File: src/rtl/hrm_pkg.sv
// rtl/hrm_pkg.sv - shared defaults and occupancy state encoding for the CPU inbox
package hrm_pkg;

   localparam int HRM_WIDTH = 8;

   typedef enum logic [1:0] {
      EMPTY   = 2'b00,
      PARTIAL = 2'b01,
      FULL    = 2'b10
   } hrm_state_t;

endpackage

File: src/rtl/hrm_inbox_mem.sv
// rtl/hrm_inbox_mem.sv - inbox word storage: registered write port, asynchronous read port
module hrm_inbox_mem
   import hrm_pkg::*;
#(
   parameter int DEPTH = 8,
   parameter int WIDTH = HRM_WIDTH,
   localparam int AW = $clog2(DEPTH)
) (
   input  logic             clk,
   input  logic             we,
   input  logic [AW-1:0]    waddr,
   input  logic [WIDTH-1:0] wdata,
   input  logic [AW-1:0]    raddr,
   output logic [WIDTH-1:0] rdata
);

   // Storage is deliberately not reset; occupancy logic decides what is valid.
   logic [WIDTH-1:0] mem [DEPTH];

   always_ff @(posedge clk) begin
      if (we) begin
         mem[waddr] <= wdata;
      end
   end

   assign rdata = mem[raddr];

endmodule

File: src/rtl/hrm_inbox.sv
// rtl/hrm_inbox.sv - CPU inbox FIFO (producer stream in, rIn/inEmpty drain); HRM_INBOX_STATS_EN adds rd_total
module hrm_inbox
   import hrm_pkg::*;
#(
   parameter int DEPTH = 8,
   parameter int WIDTH = HRM_WIDTH,
   localparam int AW = $clog2(DEPTH)
) (
   input  logic             clk,
   input  logic             i_rst_n,
   input  logic             i_clr,
   input  logic [WIDTH-1:0] s_data,
   input  logic             s_valid,
   output logic             s_ready,
   input  logic             rIn,
   output logic [WIDTH-1:0] inData,
   output logic             inEmpty,
   output logic [AW:0]      count,
   output logic             udf
`ifdef HRM_INBOX_STATS_EN
   ,
   output logic [15:0]      rd_total
`endif
);

   localparam logic [AW:0] CNT_LAST = (AW+1)'(DEPTH - 1);
   localparam logic [AW:0] CNT_ONE  = (AW+1)'(1);

   hrm_state_t      state_q, state_d;
   logic [AW-1:0]   wr_ptr, rd_ptr;
   logic [AW:0]     cnt_q;
   logic            udf_q;
   logic            live_q;
   logic            accept, take, underrun;

   // live_q is low on the first edge after reset release so that edge never moves data.
   assign accept   = live_q && s_valid && (state_q != FULL);
   assign take     = live_q && rIn && (state_q != EMPTY);
   assign underrun = live_q && rIn && (state_q == EMPTY);

   always_comb begin
      state_d = state_q;
      case (state_q)
         EMPTY: begin
            if (accept) state_d = PARTIAL;
         end
         PARTIAL: begin
            if (accept && !take && cnt_q == CNT_LAST)
               state_d = FULL;
            else if (take && !accept && cnt_q == CNT_ONE)
               state_d = EMPTY;
         end
         FULL: begin
            if (take) state_d = PARTIAL;
         end
         default: state_d = EMPTY;
      endcase
      if (i_clr) state_d = EMPTY;
   end

   always_ff @(posedge clk or negedge i_rst_n) begin
      if (!i_rst_n) begin
         state_q <= EMPTY;
         wr_ptr  <= '0;
         rd_ptr  <= '0;
         cnt_q   <= '0;
         udf_q   <= 1'b0;
         live_q  <= 1'b0;
      end else begin
         live_q  <= 1'b1;
         state_q <= state_d;
         if (i_clr) begin
            wr_ptr <= '0;
            rd_ptr <= '0;
            cnt_q  <= '0;
            udf_q  <= 1'b0;
         end else begin
            if (accept) wr_ptr <= wr_ptr + 1'b1;
            if (take)   rd_ptr <= rd_ptr + 1'b1;
            case ({accept, take})
               2'b10:   cnt_q <= cnt_q + 1'b1;
               2'b01:   cnt_q <= cnt_q - 1'b1;
               default: cnt_q <= cnt_q;
            endcase
            if (underrun) udf_q <= 1'b1;
         end
      end
   end

   hrm_inbox_mem #(
      .DEPTH (DEPTH),
      .WIDTH (WIDTH)
   ) u_mem (
      .clk   (clk),
      .we    (accept && !i_clr),
      .waddr (wr_ptr),
      .wdata (s_data),
      .raddr (rd_ptr),
      .rdata (inData)
   );

   assign s_ready = (state_q != FULL);
   assign inEmpty = (state_q == EMPTY);
   assign count   = cnt_q;
   assign udf     = udf_q;

`ifdef HRM_INBOX_STATS_EN
   always_ff @(posedge clk or negedge i_rst_n) begin
      if (!i_rst_n)   rd_total <= '0;
      else if (i_clr) rd_total <= '0;
      else if (take)  rd_total <= rd_total + 1'b1;
   end
`endif

endmodule

File: config.mk
export PLATFORM = sky130hd
export DESIGN_NAME = hrm_inbox
export DESIGN_NICKNAME = d
export VERILOG_FILES = /design/src/rtl/hrm_pkg.sv /design/src/rtl/hrm_inbox_mem.sv /design/src/rtl/hrm_inbox.sv
export SDC_FILE = /design/constraint.sdc
export NUM_CORES = 1
export LEC_CHECK = 0
export BUFFER_PORTS_ARGS = -buffer_cell sky130_fd_sc_hd__clkbuf_2
export CORE_MARGIN = 1.5
export CORE_UTILIZATION = 40
export DETAILED_ROUTE_END_ITERATION = 10
export HOLD_SLACK_MARGIN = 0.08
export SYNTH_ARGS = -nofsm -noshare
export SYNTH_HDL_FRONTEND = slang
export SYNTH_HIERARCHICAL = 1
export SYNTH_SLANG_ARGS = --single-unit
File: constraint.sdc
create_clock -name clk -period 2.45 [get_ports clk]
set_input_delay 0.1225 -clock clk [delete_from_list [all_inputs] [get_ports clk]]
set_output_delay 0.1225 -clock clk [all_outputs]
set_load 0.005 [all_outputs]
# Word level (Yosys, flattened, before mapping)
# Memories as Yosys holds them, arrays and structs flattened.
# Index checks and enable logic that the tools add are counted.
[totals]
ff_bits = 14
ram_bits = 64
in_bits = 13
output_inout_bits = 15
elab_cells = 57
memories = 1
[memory_table]
columns = ["name", "depth", "word_bits", "read_ports", "rd_ports_with_merged_regs", "wr", "line_no", "rtl"]
rows = [
  ["u_mem.mem", 8, 8, 1, 0, 1, "hrm_inbox_mem.sv:18", "logic [WIDTH-1:0] mem [DEPTH];"],
]
[classes]
addsub = 4
n_eq_ne = 10
n_mux = 16
n_reduce_logical = 20
[op_table]
columns = ["op", "count"]
rows = [
  ["2-to-1 mux 3 bit", 4],
  ["logical AND 1 bit", 10],
  ["2-to-1 mux 2 bit", 5],
  ["case mux 4 bit (2 select lines)", 1],
  ["nonzero test 2 bit", 4],
  ["adder 3 x 1 -> 3 bit, second input constant", 2],
  ["case mux 2 bit (3 select lines)", 1],
  ["adder 4 x 1 -> 4 bit, second input constant", 1],
  ["== test 2 x 1 -> 1 bit, second input constant", 2],
  ["== test 2 bit, second input constant", 2],
  ["== test 4 x 1 -> 1 bit, second input constant", 1],
  ["== test 4 x 3 -> 1 bit, second input constant", 1],
  ["2-to-1 mux 1 bit", 4],
  ["2-to-1 mux 4 bit", 1],
  ["!= test 4 bit, second input constant", 1],
  ["subtractor 4 x 1 -> 4 bit, second input constant", 1],
  ["logical NOT 1 bit", 3],
  ["!= test 3 x 2 -> 1 bit, second input constant", 1],
  ["!= test 3 bit, second input constant", 1],
  ["AND reduction 3 bit", 1],
  ["nonzero test 3 bit", 1],
  ["logical NOT 2 bit", 1],
  ["!= test 2 bit, second input constant", 1],
]

# Logic depth before layout (Yosys ltp)
[depth]
depth_word = 9
ltp_mapped = 6
mapped_depth_nobuf = 6

# Modules after synthesis
# Netlist, hierarchy kept.
[by_module_without_submodules]
columns = ["mod", "n_inst", "cells_per_inst", "area_each_um2", "seq_area_each_um2"]
rows = [
  ["hrm_inbox_mem", 1, 106, 2531.2, 1921.8],
  ["hrm_inbox", 1, 84, 818.3, 350.3],
]

# Worst setup path before layout
# No wires, ideal clock.
[synth_timing]
path_kind = "reg2reg"
from = "register live_q"
to = "memory u_mem/mem[0][0] (netlist name) (enable)"
setup_ps = 383
arrival_ps = 1734
required_time_ps = 2067
setup_slack_ps = 332
stages_incl_launch_ff = 7
n_path_buf = 1
period_less_slack_ps = 2118
cell_sequence = "dfrtp_1 -> and2_1 -> clkbuf_1 -> nand2_1 -> nor2_1 -> nand2b_1 -> nor3_1"
[synth_between]
elab_chain_cells = 5
[synth_rtl]
columns = ["element", "line_no", "rtl"]
rows = [
  ["start, declared", "hrm_inbox.sv:33", "logic live_q;"],
  ["start signal, assigned", "hrm_inbox.sv:68", "live_q <= 1'b0;"],
  ["start signal, assigned", "hrm_inbox.sv:70", "live_q <= 1'b1;"],
  ["logical AND 1 bit (2 in a row)", "hrm_inbox.sv:37", "assign accept = live_q && s_valid && (state_q != FULL);"],
  ["logical AND 1 bit", "hrm_inbox.sv:95", ".we (accept && !i_clr),"],
  ["2-to-1 mux 1 bit", "hrm_inbox_mem.sv:21", "if (we) begin"],
  ["2-to-1 mux 1 bit (not written as such)", "hrm_inbox_mem.sv:22", "mem[waddr] <= wdata;"],
  ["end, declared", "hrm_inbox_mem.sv:18", ""],
]
# No other way between the ends.

# Worst setup path after layout
[layout_timing]
from = "register rd_ptr[0]"
to = "output port inData[4]"
[layout_between]
elab_chain_cells = 1
[layout_rtl]
columns = ["element", "line_no", "rtl"]
rows = [
  ["start, declared", "hrm_inbox.sv:30", "logic [AW-1:0] wr_ptr, rd_ptr;"],
  ["start signal, assigned", "hrm_inbox.sv:79", "if (take) rd_ptr <= rd_ptr + 1'b1;"],
  ["memory read (8 x 8 bit)", "--", ""],
  ["end, declared", "hrm_inbox.sv:16", "output logic [WIDTH-1:0] inData,"],
]
# No other way between the ends.

==> flow_summary.json <==
{
  "status": "finished clean",
  "grt_pass1_wl_um": 9420,
  "grt-ovfl-total": 0,
  "synthTopCellsByArea": "edfxtp_1 (57%), mux4_1 (12%), dfrtp_1 (10%)",
  "maxSlewViolCount": 0,
  "synth_top_area_share_pct": 57.4,
  "firstDrtPassIters": 4,
  "clock_sinks": 78,
  "final_area_sq_um": 3940,
  "cts-root-buf": "clkbuf_8",
  "start_util_pct": 41.0,
  "die_h_um": 94.5,
  "via_per_inst": 5.11,
  "gp_congestion": 0.703,
  "grt_max_degree": 19,
  "finalNetCount": 259,
  "max-clock-path-buffers": 2,
  "fin_skew_ns": 0.00865,
  "synth_top_cell_by_area": "edfxtp_1",
  "regToRegSetupSlack_ns": 0.43,
  "placementRows": 33,
  "p_leak_nw": 1.44,
  "synth_cell_type_count": 46,
  "crit_fanout": 18,
  "relSlewSlack_pct": 52.6,
  "dieWidth_um": 94.5,
  "synth-async-reset-ratio_pct": 17.9,
  "n_fill_cell": 708,
  "drt-total-wl_um": 5990,
  "ios": 28,
  "whs_path_depth": 1,
  "fp.dieArea_sq_um": 8930,
  "worstRegToRegCells": 7,
  "cts_resized": 0,
  "synth_common_cells": "edfxtp_1 (64), nor2_1 (16), mux4_1 (15), dfrtp_1 (14), nand2_1 (10)",
  "synth.most_common_cell": "edfxtp_1",
  "avgRoutedWirePerCell_um": 17.1,
  "tns_ns": 0,
  "hold_viol": 0,
  "io_buffers": 27,
  "cts_post_setup_buffers_inserted": 0,
  "h-tree-depth": 3,
  "placed_area_sq_um": 3660,
  "drc_errors": 0,
  "dp_hpwl_um": 4020,
  "grt_setup_unrepaired": "false",
  "vias": 1793,
  "end_kind": "primary output",
  "syn_to_final_growth_pct": 17.6,
  "ys_warn_count": 6,
  "place_ws_ns": 0.461,
  "syn_area_sq_um": 3350,
  "drive_gt1_share_pct": 28.0,
  "period_needed_ns": 2.10,
  "hold_path_class": "input pin to flip-flop",
  "drv_cap": 0,
  "num_antenna_cells": 0,
  "coreArea_sq_um": 8180,
  "synth-seq-cells": 78,
  "cts_tree": "done",
  "worst_pin_slew_ns": 0.712,
  "insertion_delay_ns": 0.34,
  "p_per_area_nw_per_um2": 650,
  "criticalPathCategory": "flip-flop to primary output",
  "first_iter_violations": 70,
  "numCtsBuffers": 9,
  "grt_antenna_before_repair": 0,
  "synth_area_per_cell_sq_um": 17.6,
  "ant_nets": 0,
  "cp_data_arrival_time_ns": 1.98,
  "cts_hold_buf": 8,
  "startpoint_type": "flip-flop",
  "syn_nets": 208,
  "ys_seq_area_share_pct": 67.8,
  "track_usage_pct": 14.9,
  "grt_pass1_vias": 1816,
  "fmax_mhz": 476,
  "required_ns": 2.33,
  "setup_viol": 0,
  "synthCells": 190,
  "totalPowerFinal_mw": 2.56,
  "peakVddDrop_v": 0.000364,
  "fin_ws_ns": 0.348,
  "path_clk_slew_ns": 0.08,
  "fin_crit_sh_pct": 85.8,
  "synth_enable_flop_cells": 64,
  "synth_top_flop_cell": "edfxtp_1"
}
-- registers in the layout (all words and copies together), names as in the netlist --
| name | count |
|---|---|
| count | 4 |
| live_q | 1 |
| rd_ptr | 3 |
| state_q | 2 |
| u_mem/mem | 64 |
| udf | 1 |
| wr_ptr | 3 |
-- worst max-delay path: stages, from the launching register on --
cell	delay (ns)
dfrtp_1	0.33
buf_4	0.29
mux4_1	0.62
mux2_2	0.29
clkbuf_2	0.11
-- area by class of cell --
type                    instances  area (sq um)  area share [%]
well taps                     105           131            3.34
clock buffers                  10           128            3.24
inverters                       3          13.8           0.349
repair buffers                 49           320            8.13
multi-input cells             100          1000            25.5
flip-flops and latches         78          2270            57.7
clock inverters                 6          70.1            1.78
-- placed cells by master (no fill, tap or decap), drive strengths merged, types with 2 or more instances in the layout --
cell type    count
nand3            2
nor2b            2
inv              4
clkbuf          37
dlygate4sd3      8
edfxtp          64
dfrtp           14
a211oi           3
mux4            16
nor3             3
mux2            10
xor2             3
clkinv           4
nor2            16
buf             14
a21oi            4
xnor2            3
nand2b           3
nand2           10
o21ai            2
ha               5
-- final timing paths --
| kind | startpoint | to |
|---|---|---|
| setup / recovery | rd_ptr[0]$_DFFE_PN0P_ | inData[4] |
| hold / removal | s_data[6] | u_mem/mem[3][6]$_DFFE_PP_ |
| setup reg to reg | state_q[0]$_DFFE_PN0P_ | u_mem/mem[1][0]$_DFFE_PP_ |
| hold reg to reg | udf$_DFFE_PN0P_ | udf$_DFFE_PN0P_ |
| max in group asynchronous | i_rst_n | wr_ptr[1]$_DFFE_PN0P_ |
| min in group asynchronous | i_rst_n | state_q[1]$_DFFE_PN0P_ |
-- metal layers --
metal,global-route usage [%],wire (um),vias up
met3,2.42,129,7
met2,25.4,3110,26
li1,-,-,852
met1,18.4,2670,908
met5,0,0,-
met4,7.46,85,0
-- report_power, final --
group / internal (mW) / leakage (nW) / switching, mW
Sequential: 1.45 / 0.766 / 0.0177
Clock: 0.478 / 0.101 / 0.467
Combinational: 0.0706 / 0.570 / 0.0752
Total: 2.00 / 1.44 / 0.560
-- cell families (layout without fill, tap and decap cells) --
group	after synthesis	count (layout)	synth area share [%]
flops	78	78	67.8
compound gates	16	16	3.44
fa+ha+maj	5	5	1.87
other cells	1	1	0.112
simple gates	45	45	6.87
xor+xnor	6	6	1.57
mux	27	27	16.1
buf+inv	12	68	2.20
-- per-stage QoR --
stage	utilization [%]	cells	hold WS, ns
after floorplan	-	190	-0.173
after CTS	48.2	351	0.0816
final	48.2	351	0.0975
after global routing	48.2	351	0.102
after global placement	44.8	327	0.0586
after detailed placement	44.8	327	0.0646
(Power assumes the default switching activity.)
